--- src/rtl/add_subb_pipe.sv ---
// add_subb_pipe: pipelined add/subtract primitive for the BKM datapath.
//   Computes {c,s} = (subb_a ? ~a : a) + (subb_b ? ~b : b) + subb_a + subb_b, which gives
//   s = (+/-a +/- b) mod 2^W together with an exact 2-bit carry c in 0..2.
//   The carry chain is cut into STAGES chunks of CW = W/STAGES bits, one chunk per stage.
//   Latency is STAGES cycles of en=1, with full throughput.
// Parameters:
//   W        operand/result width
//   STAGES   pipeline stages / carry-chain chunks (W % STAGES == 0)
// Ports:
//   clk        clock, rising edge
//   rst_n      synchronous reset, active low
//   en         pipeline advance; 0 freezes every stage register
//   in_valid   input operation valid
//   subb_a     negate a
//   subb_b     negate b
//   a, b       operands
//   out_valid  result valid
//   c          carry out (0..2)
//   s          result
//   v          signed overflow (only when ADD_SUBB_PIPE_OVF_EN is defined)
// Optional feature macro: ADD_SUBB_PIPE_OVF_EN adds the v port and the sign-bit pipeline.
module add_subb_pipe #(
  parameter int unsigned W      = 8,
  parameter int unsigned STAGES = 2
) (
  input  logic         clk,
  input  logic         rst_n,
  input  logic         en,
  input  logic         in_valid,
  input  logic         subb_a,
  input  logic         subb_b,
  input  logic [W-1:0] a,
  input  logic [W-1:0] b,
  output logic         out_valid,
  output logic [1:0]   c,
  output logic [W-1:0] s
`ifdef ADD_SUBB_PIPE_OVF_EN
  ,
  output logic         v
`endif
);

  localparam int unsigned CW = W / STAGES;

  // Stage inputs: stage 0 reads the ports, stage k reads register k-1.
  logic [W-1:0]  ap_in   [STAGES];
  logic [W-1:0]  bp_in   [STAGES];
  logic [W-1:0]  sum_in  [STAGES];
  logic [1:0]    cin_in  [STAGES];
  logic          vld_in  [STAGES];

  logic [CW+1:0] chunk   [STAGES];
  logic [W-1:0]  sum_d   [STAGES];
  logic [1:0]    carry_d [STAGES];

  // Stage registers: finished low chunks, running carry, operands still to be consumed.
  logic [W-1:0]  ap_q    [STAGES];
  logic [W-1:0]  bp_q    [STAGES];
  logic [W-1:0]  sum_q   [STAGES];
  logic [1:0]    carry_q [STAGES];
  logic          valid_q [STAGES];

`ifdef ADD_SUBB_PIPE_OVF_EN
  // Effective operand signs (sign bit xor negate flag) travel with the data.
  logic          xa_in   [STAGES];
  logic          xb_in   [STAGES];
  logic          xa_q    [STAGES];
  logic          xb_q    [STAGES];
  logic [1:0]    top;
  logic          v_d;
  logic          v_q;
`endif

  always_comb begin
    ap_in[0]  = subb_a ? ~a : a;
    bp_in[0]  = subb_b ? ~b : b;
    sum_in[0] = '0;
    cin_in[0] = {1'b0, subb_a} + {1'b0, subb_b};
    vld_in[0] = in_valid;
    for (int k = 1; k < STAGES; k++) begin
      ap_in[k]  = ap_q[k-1];
      bp_in[k]  = bp_q[k-1];
      sum_in[k] = sum_q[k-1];
      cin_in[k] = carry_q[k-1];
      vld_in[k] = valid_q[k-1];
    end
    for (int k = 0; k < STAGES; k++) begin
      // Max value 2*(2^CW-1)+2 = 2^(CW+1), so CW+2 bits hold the sum exactly.
      chunk[k] = {2'b00, ap_in[k][k*CW +: CW]} + {2'b00, bp_in[k][k*CW +: CW]}
               + {{CW{1'b0}}, cin_in[k]};
      sum_d[k] = sum_in[k];
      sum_d[k][k*CW +: CW] = chunk[k][CW-1:0];
      carry_d[k] = chunk[k][CW+1:CW];
    end
  end

`ifdef ADD_SUBB_PIPE_OVF_EN
  always_comb begin
    xa_in[0] = a[W-1] ^ subb_a;
    xb_in[0] = b[W-1] ^ subb_b;
    for (int k = 1; k < STAGES; k++) begin
      xa_in[k] = xa_q[k-1];
      xb_in[k] = xb_q[k-1];
    end
    // Sign-extended operands add {xa,xa} and {xb,xb} above bit W-1, so the exact
    // (W+2)-bit result has top bits c + 3*xa + 3*xb mod 4; overflow when bits
    // W+1, W and W-1 disagree.
    top = carry_d[STAGES-1] + {xa_in[STAGES-1], xa_in[STAGES-1]}
        + {xb_in[STAGES-1], xb_in[STAGES-1]};
    v_d = ~((top[1] == top[0]) && (top[0] == sum_d[STAGES-1][W-1]));
  end
`endif

  always_ff @(posedge clk) begin
    if (!rst_n) begin
      for (int k = 0; k < STAGES; k++) begin
        ap_q[k]    <= '0;
        bp_q[k]    <= '0;
        sum_q[k]   <= '0;
        carry_q[k] <= '0;
        valid_q[k] <= 1'b0;
`ifdef ADD_SUBB_PIPE_OVF_EN
        xa_q[k]    <= 1'b0;
        xb_q[k]    <= 1'b0;
`endif
      end
`ifdef ADD_SUBB_PIPE_OVF_EN
      v_q <= 1'b0;
`endif
    end else if (en) begin
      for (int k = 0; k < STAGES; k++) begin
        ap_q[k]    <= ap_in[k];
        bp_q[k]    <= bp_in[k];
        sum_q[k]   <= sum_d[k];
        carry_q[k] <= carry_d[k];
        valid_q[k] <= vld_in[k];
`ifdef ADD_SUBB_PIPE_OVF_EN
        xa_q[k]    <= xa_in[k];
        xb_q[k]    <= xb_in[k];
`endif
      end
`ifdef ADD_SUBB_PIPE_OVF_EN
      v_q <= v_d;
`endif
    end
  end

  assign out_valid = valid_q[STAGES-1];
  assign s         = sum_q[STAGES-1];
  assign c         = carry_q[STAGES-1];
`ifdef ADD_SUBB_PIPE_OVF_EN
  assign v         = v_q;
`endif

endmodule

--- config.mk ---
export PLATFORM = sky130hd
export DESIGN_NAME = add_subb_pipe
export DESIGN_NICKNAME = d
export VERILOG_FILES = /design/src/rtl/add_subb_pipe.sv
export SDC_FILE = /design/constraint.sdc
export NUM_CORES = 1
export LEC_CHECK = 0
export ABC_AREA = 1
export CELL_PAD_IN_SITES_DETAIL_PLACEMENT = 1
export CELL_PAD_IN_SITES_GLOBAL_PLACEMENT = 1
export CORE_AREA = 2 2 66 68
export DETAILED_ROUTE_END_ITERATION = 6
export DIE_AREA = 0 0 68 70
export PLACE_DENSITY = 0.73
export SETUP_SLACK_MARGIN = 0.02
export SLEW_MARGIN = 40
export SYNTH_ARGS = -nofsm -noshare
export SYNTH_HDL_FRONTEND = slang
export SYNTH_SLANG_ARGS = --single-unit
--- constraint.sdc ---
create_clock -name clk -period 2.8 [get_ports clk]
set_clock_uncertainty 0.2 [all_clocks]
set_input_delay 0.56 -clock clk [delete_from_list [all_inputs] [get_ports clk]]
set_output_delay 0.56 -clock clk [all_outputs]
set_load 0.05 [all_outputs]
==> summary.md <==
| Metric | Value |
|---|---|
| Result of the run | complete, no violations |
| Total via count after detailed routing | 1027 |
| Maximum vdd drop | between 200 and 250 µV |
| Worst slew margin relative to its limit | 67.0% |
| Critical path required time | ~2600 ps |
| Endpoint class of the critical path | register |
| Yosys cell types | 17 |
| Final count of pins violating max slew | 0 |
| Max Fclk | around 380 MHz |
| Critical-path maximum fanout | 7 |
| Count of final hold-check violations | 0 |
| Syn Std Cell Area | between 1500 and 2000 µm² |
| Leakage | 0.847 nW |
| # nets final | about 220 |
| Initial antenna violation count | 0 |
| Area of all sequential standard cells | 781 µm² |
| First DRT Iteration DRCs | 16 |
| Number of CTS-inserted buffers | 3 |
| Category of the worst setup path launch point | input port |
| Worst-case register-to-register setup slack | ~500 ps |
| Placement Setup Slack | -294 ps |
| Maximum clock path buffer count | 2 |
| Filler cells | ~460 |
| Pwr Density | 511 nW/µm² |
| Setup violators final | 0 |
| End of the worst register-to-register path | sum_q[0][15]$_SDFFCE_PN0P_ |
| Max-capacitance violation count | 0 |
| Biggest area contributors in the synthesized netlist | edfxtp_1 51%, ha_1 9.8%, nor2_1 7.1%, xnor2_1 5.7%, fa_1 5.2% |
| Later-pin clock latency in the skew report | 260 ps |
| EDFF count, synth | 26 |
| Worst Hold Depth | 2 |
| Wire length per cell | 11.6 µm |
| Source of the critical timing path | subb_b |
| Routed wire length | approximately 2.7 mm |
| Multiplexer area fraction after synthesis | less than 1% |
| Congestion Overflow GR | 0 |
| Placeable Area | about 4100 µm² |
| Top Ports | 33 |
| Final worst path period need | 2660 ps |
| Number of port buffers | 32 |
| Dominant combinational cell family by area after synthesis | adder cells |
| Count of standard-cell rows | 24 |
| Startpoint of the tightest hold check path | sum_q[0][2]$_SDFFCE_PN0P_ |
| Worst Hold Class | register to register |
| H-tree depth reported by CTS | 1 |
| Largest net degree at the start of global routing | 27 |
| Global-route wire length before repair | 4.69 mm |
| Leading post-synthesis cells by instance count | 29 x nor2_1, 26 x edfxtp_1, 21 x inv_1, 13 x nand2_1, 12 x ha_1 |
| DIE HEIGHT | approximately 70 µm |
| Main synth FF type | edfxtp_1 |
| Placer's final routability congestion estimate | roughly 0.7 |
| DP HPWL | about 2.2 mm |
| TritonCTS clock tree | done |
| Worst reg2reg startpoint | ap_q[0][5]$_SDFFCE_PN0P_ |
| Worst Path Class, Setup | input port to register |
| Proportion of synthesized chip area in sequential cells | between 50% and 60% |
| Clock-pin slew on the worst setup and hold paths | about 80 ps |
| Synth Warn # | 0 |
| Critical path data arrival time | between 2000 and 2500 ps |
| Number of synthesized register bits | 26 |
| All-Layer GR Usage | between 10% and 20% |
| RSZ-0062 raised after global routing | false |
| Complex-gate fraction of the synthesized area | under 10% |
| Initial core utilization | between 30% and 40% |
| Area share of xor/xnor cells in the synthesized design | 10.8% |
| Number of antenna-violating nets in the routed design | 0 |
| Total iterations of the first detailed-routing run | 4 |
| Number of standard cells after synthesis | around 140 |
| DRC errors left | 0 |
| Clk Tree Root Cell | clkbuf_8 |
| Share of the clock period used by the worst path | a little over nine tenths |
| Detailed-route vias per instance | around 4.4 |
| Terminating pin of the worst hold path | sum_q[0][10]$_SDFFCE_PN0P_ |
| Die Wd | roughly 68 µm |
| Final Util | 48.1% |
| Worst slew pin tran | ~490 ps |
| Fraction of final layout cells sized beyond drive strength 1 | approximately 9% |
| CTS sink count | 26 |
| Antenna fix cells | 0 |
| FF-to-FF path depth | 6 |
| Async set or reset register ratio after synthesis | 0% |
| Via count of the first global-routing pass | between 1000 and 1500 |
| Cell taking the most area after synthesis | edfxtp_1 |
| Synthesized Nets | 180 |
| Die area | roughly 4800 µm² |
| Syn-to-layout area delta | 30.0% |
| Worst Slack Setup Final | around 140 ps |
| Multi-input gate area | around 650 µm² |
| Avg Synthesized Cell Area | around 11 µm² |
| Cell with the most instances after synthesis | nor2_1 |
| Count of hold-fix buffers inserted at cts | 0 |
| Top-area cell type share of the netlist area | between 50% and 60% |
| Synthesized-area fraction occupied by adder cells | roughly 15% |
| Simple-gate area share of the yosys netlist | 12.4% |
what timing repair did:
item | CTS | global route
buffers inserted | 0 | 1
setup endpoints to repair | 1 | 1
resized for setup | 1 | 3
hold endpoints to repair | 0 | 0
gates cloned | 0 | 0
pin swaps | 0 | 1
logic make-up (layout without fill, tap and decap cells):
kind of cell | after synthesis | count (layout)
multiplexers | 1 | 1
AO/OA/AOI/OAI | 6 | 6
XOR/XNOR | 18 | 18
adder cells (fa/ha/maj) | 16 | 16
AND/OR/NAND/NOR | 48 | 48
buffers and inverters | 27 | 65
flip-flops | 26 | 26
registers in the layout (all words and copies together) (netlist names):
name / cells
ap_q: 4
bp_q: 4
carry_q: 4
sum_q: 12
valid_q: 2
metal layers:
layer | vias up | track usage [%] | wire [µm]
met5 | - | 0 | 0
li1 | 522 | - | -
met3 | 2 | 0.483 | 126
met4 | 0 | 4.00 | 34
met1 | 474 | 14.5 | 1070
met2 | 29 | 24.5 | 1470
worst max-delay path: stages:
cell and delay (ps):
clkdlybuf4s50_1 400, buf_4 180, xor2_2 180, ha_1 340
fa_1 450, nand2_1 100, nand2_1 80, a21oi_2 140
nor2_1 60
final cells by class:
| type | count | area share, % |
|---|---|---|
| sequential | 26 | 39.1 |
| multi-input combinational | 89 | 32.4 |
| timing repair buffer | 40 | 19.0 |
| inverter | 21 | 3.95 |
| tap | 52 | 3.26 |
| clock buffer | 3 | 2.07 |
| clock inverter | 1 | 0.188 |
worst max path at each step:
stage	cells after the start	to	slack, ps
final	9	carry_q[0][0]$_SDFFCE_PN0P_	140
after global routing	9	carry_q[0][0]$_SDFFCE_PN0P_	30
after CTS	9	carry_q[0][0]$_SDFFCE_PN0P_	100
after detailed placement	8	carry_q[0][0]$_SDFFCE_PN0P_	-290
after global placement	8	carry_q[0][0]$_SDFFCE_PN0P_	-160
after floorplan	8	carry_q[0][0]$_SDFFCE_PN0P_	430
power by group:
group | switching (mW) | internal, mW | leakage, nW | total [mW]
Combinational | 0.187 | 0.144 | 0.540 | 0.331
Sequential | 0.0102 | 0.472 | 0.284 | 0.482
Clock | 0.109 | 0.0979 | 0.0231 | 0.206
placed cells by master, fill, tap and decap left out:
cell type / Yosys / layout
fa_1: 4 / 4
a21oi_2: 0 / 1
xor2_2: 1 / 2
clkinv_1: 0 / 1
buf_4: 2 / 8
clkdlybuf4s50_1: 0 / 31
nand2_1: 13 / 13
dlygate4sd2_1: 0 / 1
xor2_1: 7 / 6
mux2_2: 1 / 1
clkbuf_8: 0 / 3
xnor2_2: 0 / 1
edfxtp_1: 26 / 26
ha_1: 12 / 12
xnor2_1: 10 / 9
inv_1: 21 / 21
nor2_1: 29 / 29
a21oi_1: 4 / 3
or2_1: 2 / 2
o21ai_0: 2 / 2
nand3_1: 4 / 4
stage by stage:
stage               instances  TNS (ps)  power [mW]  hold slack, ps  instance area [µm²]
finish                    232         0        1.02             362                 1990
global route              232         0        1.09             400                 1990
CTS                       231         0        1.02             367                 1970
detailed placement        227      -709       0.817             347                 1920
global placement          227      -320       0.797             326                 1920
floorplan                 142         0       0.705             319                 1530
Note: power is estimated with default switching activity, not from simulation.
